**src/rtl/gate_ctrl_param.sv**
```systemverilog
// Parking-gate access controller with a configurable PIN, a configurable
// wrong-attempt limit, one PIN attempt per enterPin press, and an optional
// auto-close timeout for the open gate.
//
// Ports:
//   Clk       - clock, rising edge
//   Reset     - asynchronous active-high reset
//   Vehiculo  - vehicle present at the gate
//   Termino   - vehicle finished passing
//   enterPin  - keypad enter button (level; one attempt per rising edge)
//   Pin       - keypad value, sampled on the enterPin rising edge
//   Cerrado   - gate closed            (registered)
//   Abierto   - gate open              (registered)
//   Alarma    - sticky wrong-PIN alarm (registered)
//   Bloqueo   - tailgating lock        (registered)
//   Intentos  - consecutive wrong attempts, saturating at MAX_TRIES (registered)
module gate_ctrl_param #(
    parameter int unsigned             PIN_WIDTH    = 8,
    parameter logic [PIN_WIDTH-1:0]    PIN_CORRECTO = PIN_WIDTH'(8'b00010000),
    parameter int unsigned             MAX_TRIES    = 3,
    parameter int unsigned             OPEN_TIMEOUT = 16,
    localparam int unsigned            CNT_W        = $clog2(MAX_TRIES + 1)
) (
    input  logic                 Clk,
    input  logic                 Reset,
    input  logic                 Vehiculo,
    input  logic                 Termino,
    input  logic                 enterPin,
    input  logic [PIN_WIDTH-1:0] Pin,
    output logic                 Cerrado,
    output logic                 Abierto,
    output logic                 Alarma,
    output logic                 Bloqueo,
    output logic [CNT_W-1:0]     Intentos
);

    // Timer only has to hold 0 .. OPEN_TIMEOUT-1; keep at least one bit.
    localparam int unsigned TO_W    = (OPEN_TIMEOUT > 1) ? $clog2(OPEN_TIMEOUT) : 1;
    localparam int unsigned TO_LAST = (OPEN_TIMEOUT == 0) ? 0 : OPEN_TIMEOUT - 1;

    localparam logic [TO_W-1:0]  TO_LAST_V = TO_W'(TO_LAST);
    localparam logic [CNT_W-1:0] MAX_V     = CNT_W'(MAX_TRIES);

    typedef enum logic [1:0] {
        CERRADO    = 2'd0,
        ESPERA_PIN = 2'd1,
        ABIERTO    = 2'd2,
        BLOQUEO    = 2'd3
    } state_t;

    state_t            state;
    state_t            state_n;
    logic              enter_prev;
    logic [TO_W-1:0]   tmr;
    logic [TO_W-1:0]   tmr_n;
    logic [CNT_W-1:0]  intentos_n;
    logic              alarma_n;
    logic              attempt;
    logic              correcto;
    logic [CNT_W-1:0]  wrong_cnt;
    logic              wrong_alarm;

    // One attempt per press: only the enterPin rising edge counts.
    assign attempt  = enterPin & ~enter_prev;
    assign correcto = (Pin == PIN_CORRECTO);

    // State, timer, edge detector and Moore outputs decoded from next state.
    always_ff @(posedge Clk or posedge Reset) begin
        if (Reset) begin
            state      <= CERRADO;
            enter_prev <= 1'b0;
            tmr        <= '0;
            Cerrado    <= 1'b1;
            Abierto    <= 1'b0;
            Alarma     <= 1'b0;
            Bloqueo    <= 1'b0;
            Intentos   <= '0;
        end else begin
            state      <= state_n;
            enter_prev <= enterPin;
            tmr        <= tmr_n;
            Cerrado    <= (state_n != ABIERTO);
            Abierto    <= (state_n == ABIERTO);
            Alarma     <= alarma_n;
            Bloqueo    <= (state_n == BLOQUEO);
            Intentos   <= intentos_n;
        end
    end

    // Next-state, attempt counter and alarm.
    always_comb begin
        state_n     = state;
        tmr_n       = '0;
        intentos_n  = Intentos;
        alarma_n    = Alarma;

        // Saturating wrong-attempt update; alarm raised when the limit is hit.
        wrong_cnt   = (Intentos == MAX_V) ? Intentos : Intentos + CNT_W'(1);
        wrong_alarm = Alarma | (wrong_cnt == MAX_V);

        case (state)
            CERRADO: begin
                if (Vehiculo) begin
                    state_n = ESPERA_PIN;
                end
            end

            ESPERA_PIN: begin
                // Attempt is evaluated before the vehicle leaving.
                if (attempt && correcto) begin
                    state_n    = ABIERTO;
                    intentos_n = '0;
                    alarma_n   = 1'b0;
                end else begin
                    if (attempt) begin
                        intentos_n = wrong_cnt;
                        alarma_n   = wrong_alarm;
                    end
                    if (!Vehiculo) begin
                        state_n = CERRADO;
                    end
                end
            end

            ABIERTO: begin
                // Termino takes priority over the timeout.
                if (Termino) begin
                    state_n = Vehiculo ? BLOQUEO : CERRADO;
                end else if ((OPEN_TIMEOUT != 0) && (tmr == TO_LAST_V)) begin
                    state_n = CERRADO;
                end else if (OPEN_TIMEOUT != 0) begin
                    tmr_n = tmr + TO_W'(1);
                end
            end

            BLOQUEO: begin
                if (attempt && correcto) begin
                    state_n    = CERRADO;
                    intentos_n = '0;
                    alarma_n   = 1'b0;
                end else if (attempt) begin
                    intentos_n = wrong_cnt;
                    alarma_n   = wrong_alarm;
                end
            end

            default: begin
                state_n = CERRADO;
            end
        endcase
    end

endmodule

```
**config.mk**
```make
export PLATFORM = sky130hd
export DESIGN_NAME = gate_ctrl_param
export DESIGN_NICKNAME = d
export VERILOG_FILES = /design/src/rtl/gate_ctrl_param.sv
export SDC_FILE = /design/constraint.sdc
export NUM_CORES = 1
export LEC_CHECK = 0
export CAP_MARGIN = 10
export CORE_UTILIZATION = 43
export CTS_CLUSTER_SIZE = 28
export DETAILED_ROUTE_END_ITERATION = 6
export PLACE_DENSITY = 0.82
export SYNTH_ARGS = -nofsm -noshare
export SYNTH_HDL_FRONTEND = slang
export SYNTH_SLANG_ARGS = --single-unit
export TNS_END_PERCENT = 50
```
**constraint.sdc**
```tcl
create_clock -name Clk -period 1.55 [get_ports Clk]
set_input_delay 0.2325 -clock Clk [delete_from_list [all_inputs] [get_ports Clk]]
set_output_delay 0.2325 -clock Clk [all_outputs]
set_load 0.02 [all_outputs]
```
==> reports/results.tsv, run 1 <==
metric	value	unit
outcome	complete, no violations	
clock_skew	0.00493	ns
worstSetupPathType	reg -> out	
r2r_start	tmr[0]$_DFF_PP0_	
timing.fmax	673	MHz
yosys_warnings	0	
ff2ff_setup_slack	0.33	ns
wirelength	1230	um
clk_pin_slew_worst_paths	0.08	ns
final_nets	94	
switching_share	27.9	%
drv_slew	0	
die_area	1560	sq um
clk_path_buf_depth	2	
p_leak	0.367	nW
grt_pass1_wl	1860	um
ys.flop_type	dfrtp_1	
cp_cell_sequence	clkdlybuf4s50_1	
drtPass1Iterations	4	
synth_area_leaders	dfrtp_1, a21oi_1, dfstp_2	
route.vias.total	498	
num_antenna_cells	0	
p_switching	214	uW
synth_area	606	sq um
period_share	95.8	%
ys_types	29	
worstPathRequired	1.32	ns
crit_cells	1	
cts_setup_buffers	0	
timing.final.crit_period	1.48	ns
path_max_fanout	3	
crit_slowest_cell	clkdlybuf4s50_1	
startpoint_type	register	
cts_sinks	13	
p_clk_share	26.8	%
power.internal	552	uW
seq_area_frac_synth	53.9	%
ant_nets	0	
synth_top_area_share	49.6	%
path_buf_inv	1	
max-cap-violations	0	
ys_ff_latch	13	
fp.dieW	39.5	um
antenna_found_initial	0	
worst_pin_slew	0.466	ns
slowest_delay	0.61	ns
start_util	46.5	%
synth_edf_count	0	
p_per_area	913	nW/um^2
worst_hold_path_type	in -> async	
yosys.area.top_type	dfrtp_1	
drive_above_1_share	12.7	%
track_usage	18.2	%
max-slew-margin-rel	68.9	%
cts_tree	built	
rsz0062_at_grt	false	
finalSetupViolations	0	
reg2reg_to	state[1]$_DFF_PP0_	
die_h	39.5	um
synth.net_count	71	
seqPwrFrac	51.3	%
grt-ovfl-total	0	
yosys.cell_count.top_type	dfrtp_1	
num-fill-cells	108	
via_per_inst	5.30	
grt_max_degree	14	
cp-end-kind	primary output	
gp_congestion	0.743	
place_ws	-0.0837	ns
wl_per_cell	13.1	um
finalSetupTns	0	ns
numCtsBuffers	3	
synthCells	57	
peakVddDrop	0.725	mV
clkLatencyLatePin	0.27	ns
syn_avg_cell_area	10.6	sq um
h-tree-depth	1	
syn_to_final_growth	38.6	%
worstPathArrival	1.25	ns
io_pins	19	
rr_worst_depth	4	
p_comb_share	22.0	%
hold_slack	0.265	ns
drc	0	
numPortBuffers	18	
row_count	13	
hold_viol	0	
path_delay_family	buffers and inverters	
async_flop_share	100	%
fin_ws	0.0652	ns
coreArea	1300	sq um
drtIter0Drc	15	
synth_top_cells_by_count	dfrtp_1, a21oi_1, inv_1	
root_buffer	clkbuf_4	
grt_pass1_vias	442	
## kinds of logic (layout without fill, tap and decap cells)
kind of cell               Yosys count  count (layout)  share of synthesized area [%]
and+or+nand+nor                     19              19                           22.7
AOI/OAI and AO/OA                   16              16                           15.3
DFF                                 13              13                           53.9
buffers and inverters                7              29                           4.54
adders and majority gates            1               1                           2.07
xor gates and xnor gates             1               1                           1.45
## state kept, by name (all words and copies together), names as in the netlist
name	count
Intentos	2
Abierto	1
Alarma	1
state	2
Bloqueo	1
enter_prev	1
tmr	4
Cerrado	1
## through the flow
step                std cells  util [%]  total power [mW]  area, sq um
floorplan                  57         -             0.469          606
global route               94      64.5             0.802          840
CTS                        94      64.3             0.774          837
detailed placement         90      62.3             0.568          811
global placement           90      62.3             0.563          811
finish                     94      64.5             0.766          840
## how the worst max path moves through the flow
stage | from | end | slack, ns
2_1_floorplan | state[0]$_DFF_PP0_ | tmr[0]$_DFF_PP0_ | 0.44
3_3_place_gp | Pin[0] | state[1]$_DFF_PP0_ | -0.01
3_5_place_dp | Pin[0] | state[1]$_DFF_PP0_ | -0.08
4_1_cts | Intentos[1]$_DFFE_PP0P_ | Intentos[1] | 0.04
5_1_grt | Intentos[0]$_DFFE_PP0P_ | Intentos[0] | 0.01
6_report | Intentos[0]$_DFFE_PP0P_ | Intentos[0] | 0.07
## layout by cell type, fill, tap and decap left out
master	instances
a211oi_1	1
a21o_1	1
a21oi_1	8
and2b_1	2
and3_1	1
and3b_1	1
buf_4	2
clkbuf_4	3
clkdlybuf4s50_1	16
clkinv_2	1
dfrtp_1	12
dfstp_2	1
dlygate4sd2_1	1
dlymetal6s2s_1	1
ha_1	1
inv_1	5
nand2_1	1
nand2b_1	1
nand3_1	1
nand4_1	2
nand4b_1	1
nor2_1	3
nor2b_1	1
nor2b_4	1
nor4_1	1
nor4b_2	1
o2111ai_1	1
o211ai_1	1
o21ai_0	3
o22ai_1	1
or2b_1	1
or3b_4	1
xnor2_1	1
## per-layer routing
metal	track usage [%]	wire [um]	vias up
met5	0	0	-
met3	3.41	55	0
met4	5.17	0	0
met2	32.0	627	15
met1	22.5	548	235
li1	-	-	248
## timing repair
item	in CTS	in global routing
endpoints found under the hold margin	0	0
setup endpoints to repair	1	1
pin swaps	0	0
gates resized for setup	1	1
hold buffers	0	0
## final cells by class
class | count | area [sq um] | area share, %
multi-input cells | 37 | 251 | 30.0
repair buffers | 20 | 196 | 23.4
flip-flops and latches | 13 | 327 | 38.9
clock inverters | 1 | 5.00 | 0.596
well taps | 15 | 18.8 | 2.24
clock buffers | 3 | 22.5 | 2.68
inverters | 5 | 18.8 | 2.24
## power groups by stage
stage               logic [mW]  clock network, mW  registers, mW
floorplan               0.0420                  0          0.427
global placement         0.165                  0          0.398
detailed placement       0.169                  0          0.399
CTS                      0.172              0.209          0.393
global route             0.183              0.221          0.398
finish                   0.168              0.205          0.393
Note: power is estimated with default switching activity, not from simulation.
==> inputs of run 2 (changes only) <==
--- a/config.mk
+++ b/config.mk
@@ -6,10 +6,11 @@
 export NUM_CORES = 1
 export LEC_CHECK = 0
 export CAP_MARGIN = 10
-export CORE_UTILIZATION = 43
+export CORE_AREA = 2 2 39 41
 export CTS_CLUSTER_SIZE = 28
 export DETAILED_ROUTE_END_ITERATION = 6
-export PLACE_DENSITY = 0.82
+export DIE_AREA = 0 0 41 43
+export PLACE_DENSITY = 0.85
 export SYNTH_ARGS = -nofsm -noshare
 export SYNTH_HDL_FRONTEND = slang
 export SYNTH_SLANG_ARGS = --single-unit
==> constraint.sdc (replaced) <==
create_clock -name Clk -period 1.78 [get_ports Clk]
set_input_delay 0.267 -clock Clk [delete_from_list [all_inputs] [get_ports Clk]]
set_output_delay 0.267 -clock Clk [all_outputs]
set_load 0.02 [all_outputs]
==> reports/results.tsv, run 2 (synthesis gave the netlist of run 1 again) <==
metric	value	unit
grt_pass1_vias	474	
fin_ws	0.118	ns
num_antenna_cells	0	
die_area	1760	sq um
row_count	14	
wl_per_cell	12.8	um
worstPathRequired	1.51	ns
multiInputGateArea	251	sq um
cts_resized	0	
startpoint_type	register	
cts_tree	built	
clk_pin_slew_worst_paths	0.08	ns
path_buf_inv	1	
h-tree-depth	1	
hold_viol	0	
crit_cells	1	
clk_path_buf_depth	2	
layout_commonest_cell	clkdlybuf4s50_1	
fp.dieW	41	um
die_h	43	um
peakVddDrop	0.540	mV
timing.final.crit_period	1.66	ns
via_per_inst	5.20	
root_buffer	clkbuf_4	
drtPass1Iterations	4	
dp_hpwl	930	um
largest_register_ffs	4	
period_share	93.4	%
grt_max_degree	14	
top_regs	tmr: 4 flops, Intentos: 2 flops, state: 2 flops	
slowest_delay	0.59	ns
track_usage	18.4	%
clock_skew	0.00219	ns
final_nets	92	
p_leak	0.357	nW
finalSetupTns	0	ns
postCtsHoldBufs	0	
cts_setup_buffers	0	
outcome	complete, no violations	
grt_pass1_wl	2130	um
clkLatencyLatePin	0.28	ns
crit_slowest_cell	clkdlybuf4s50_1	
route.vias.total	484	
drive_above_1_share	10.4	%
coreArea	1380	sq um
gp_congestion	0.684	
num-fill-cells	110	
p_per_area	809	nW/um^2
numPortBuffers	18	
max-slew-margin-rel	67.6	%
max-cap-violations	0	
timing.fmax	602	MHz
finalSetupViolations	0	
wirelength	1190	um
worst_hold_path_type	in -> async	
numCtsBuffers	3	
cts_sinks	13	
drc	0	
rr_worst_depth	4	
path_delay_family	buffers and inverters	
cp-end-kind	primary output	
rsz0062_at_grt	false	
top_register	tmr	
drv_slew	0	
io_pins	19	
place_ws	0.103	ns
drtIter0Drc	5	
layout_common_cells	clkdlybuf4s50_1, dfrtp_1, a21oi_1	
grt-ovfl-total	0	
syn_to_final_growth	36.2	%
regArea	327	sq um
antenna_found_initial	0	
start_util	43.8	%
worst_pin_slew	0.486	ns
worstPathArrival	1.40	ns
path_max_fanout	1	
worstSetupPathType	reg -> out	
cp_cell_sequence	clkdlybuf4s50_1	
ant_nets	0	
## run 2: cell types whose count changed in the layout (fill, tap and decap cells not counted)
| cell | previous run | this run |
|---|---|---|
| buf_4 | 2 | 0 |
| clkdlybuf4s50_1 | 16 | 18 |
| dlymetal6s2s_1 | 1 | 0 |
| dlygate4sd2_1 | 1 | 0 |
## run 2: through the flow
step	cell area, sq um	cells	util [%]	hold WS [ns]	power [mW]
after CTS	825	93	59.6	0.296	0.679
after global placement	797	89	57.6	0.534	0.489
after floorplan	606	57	-	0.143	0.408
after detailed placement	797	89	57.6	0.525	0.491
after global routing	825	93	59.6	0.375	0.698
final	825	93	59.6	0.300	0.667
## run 2: area by class of cell
type,count,area share (%)
Clock inverter,1,0.607
Tap cell,16,2.43
Inverter,5,2.28
Sequential cell,13,39.6
Timing Repair Buffer,18,21.9
Multi-Input combinational cell,37,30.5
Clock buffer,3,2.73
## run 2: layer usage
layer	global-route usage (%)	vias up	wire [um]
met2	27.2	8	654
met5	0	-	0
met3	4.71	2	43
met1	23.4	229	479
li1	-	245	-
met4	10.0	0	12
## run 2: path summary, 6_finish.rpt
kind / from / to / slack, ns
worst max-delay path: Cerrado$_DFF_PP1_ / Cerrado / 0.12
worst min-delay path: Reset / Intentos[1]$_DFFE_PP0P_ / 0.30
worst max register to register: tmr[0]$_DFF_PP0_ / state[1]$_DFF_PP0_ / 0.57
worst min register to register: Alarma$_DFFE_PP0P_ / Alarma$_DFFE_PP0P_ / 0.54
max in group asynchronous: Reset / Cerrado$_DFF_PP1_ / 1.13
min in group Clk: enterPin / enter_prev$_DFF_PP0_ / 0.49
## run 2: report_power, final
group	leakage (nW)	internal (mW)	switching, mW
combinational	0.177	0.0770	0.0665
clock	0.0177	0.0833	0.0982
sequential	0.163	0.320	0.0216
total	0.357	0.481	0.186
==> inputs of run 3 (changes only) <==
--- a/config.mk
+++ b/config.mk
@@ -5,7 +5,7 @@
 export SDC_FILE = /design/constraint.sdc
 export NUM_CORES = 1
 export LEC_CHECK = 0
-export CAP_MARGIN = 10
+export CAP_MARGIN = 15
 export CORE_AREA = 2 2 39 41
 export CTS_CLUSTER_SIZE = 28
 export DETAILED_ROUTE_END_ITERATION = 6
==> results of run 3 <==
Final layout, timing and power as in run 2 (identical DEF).
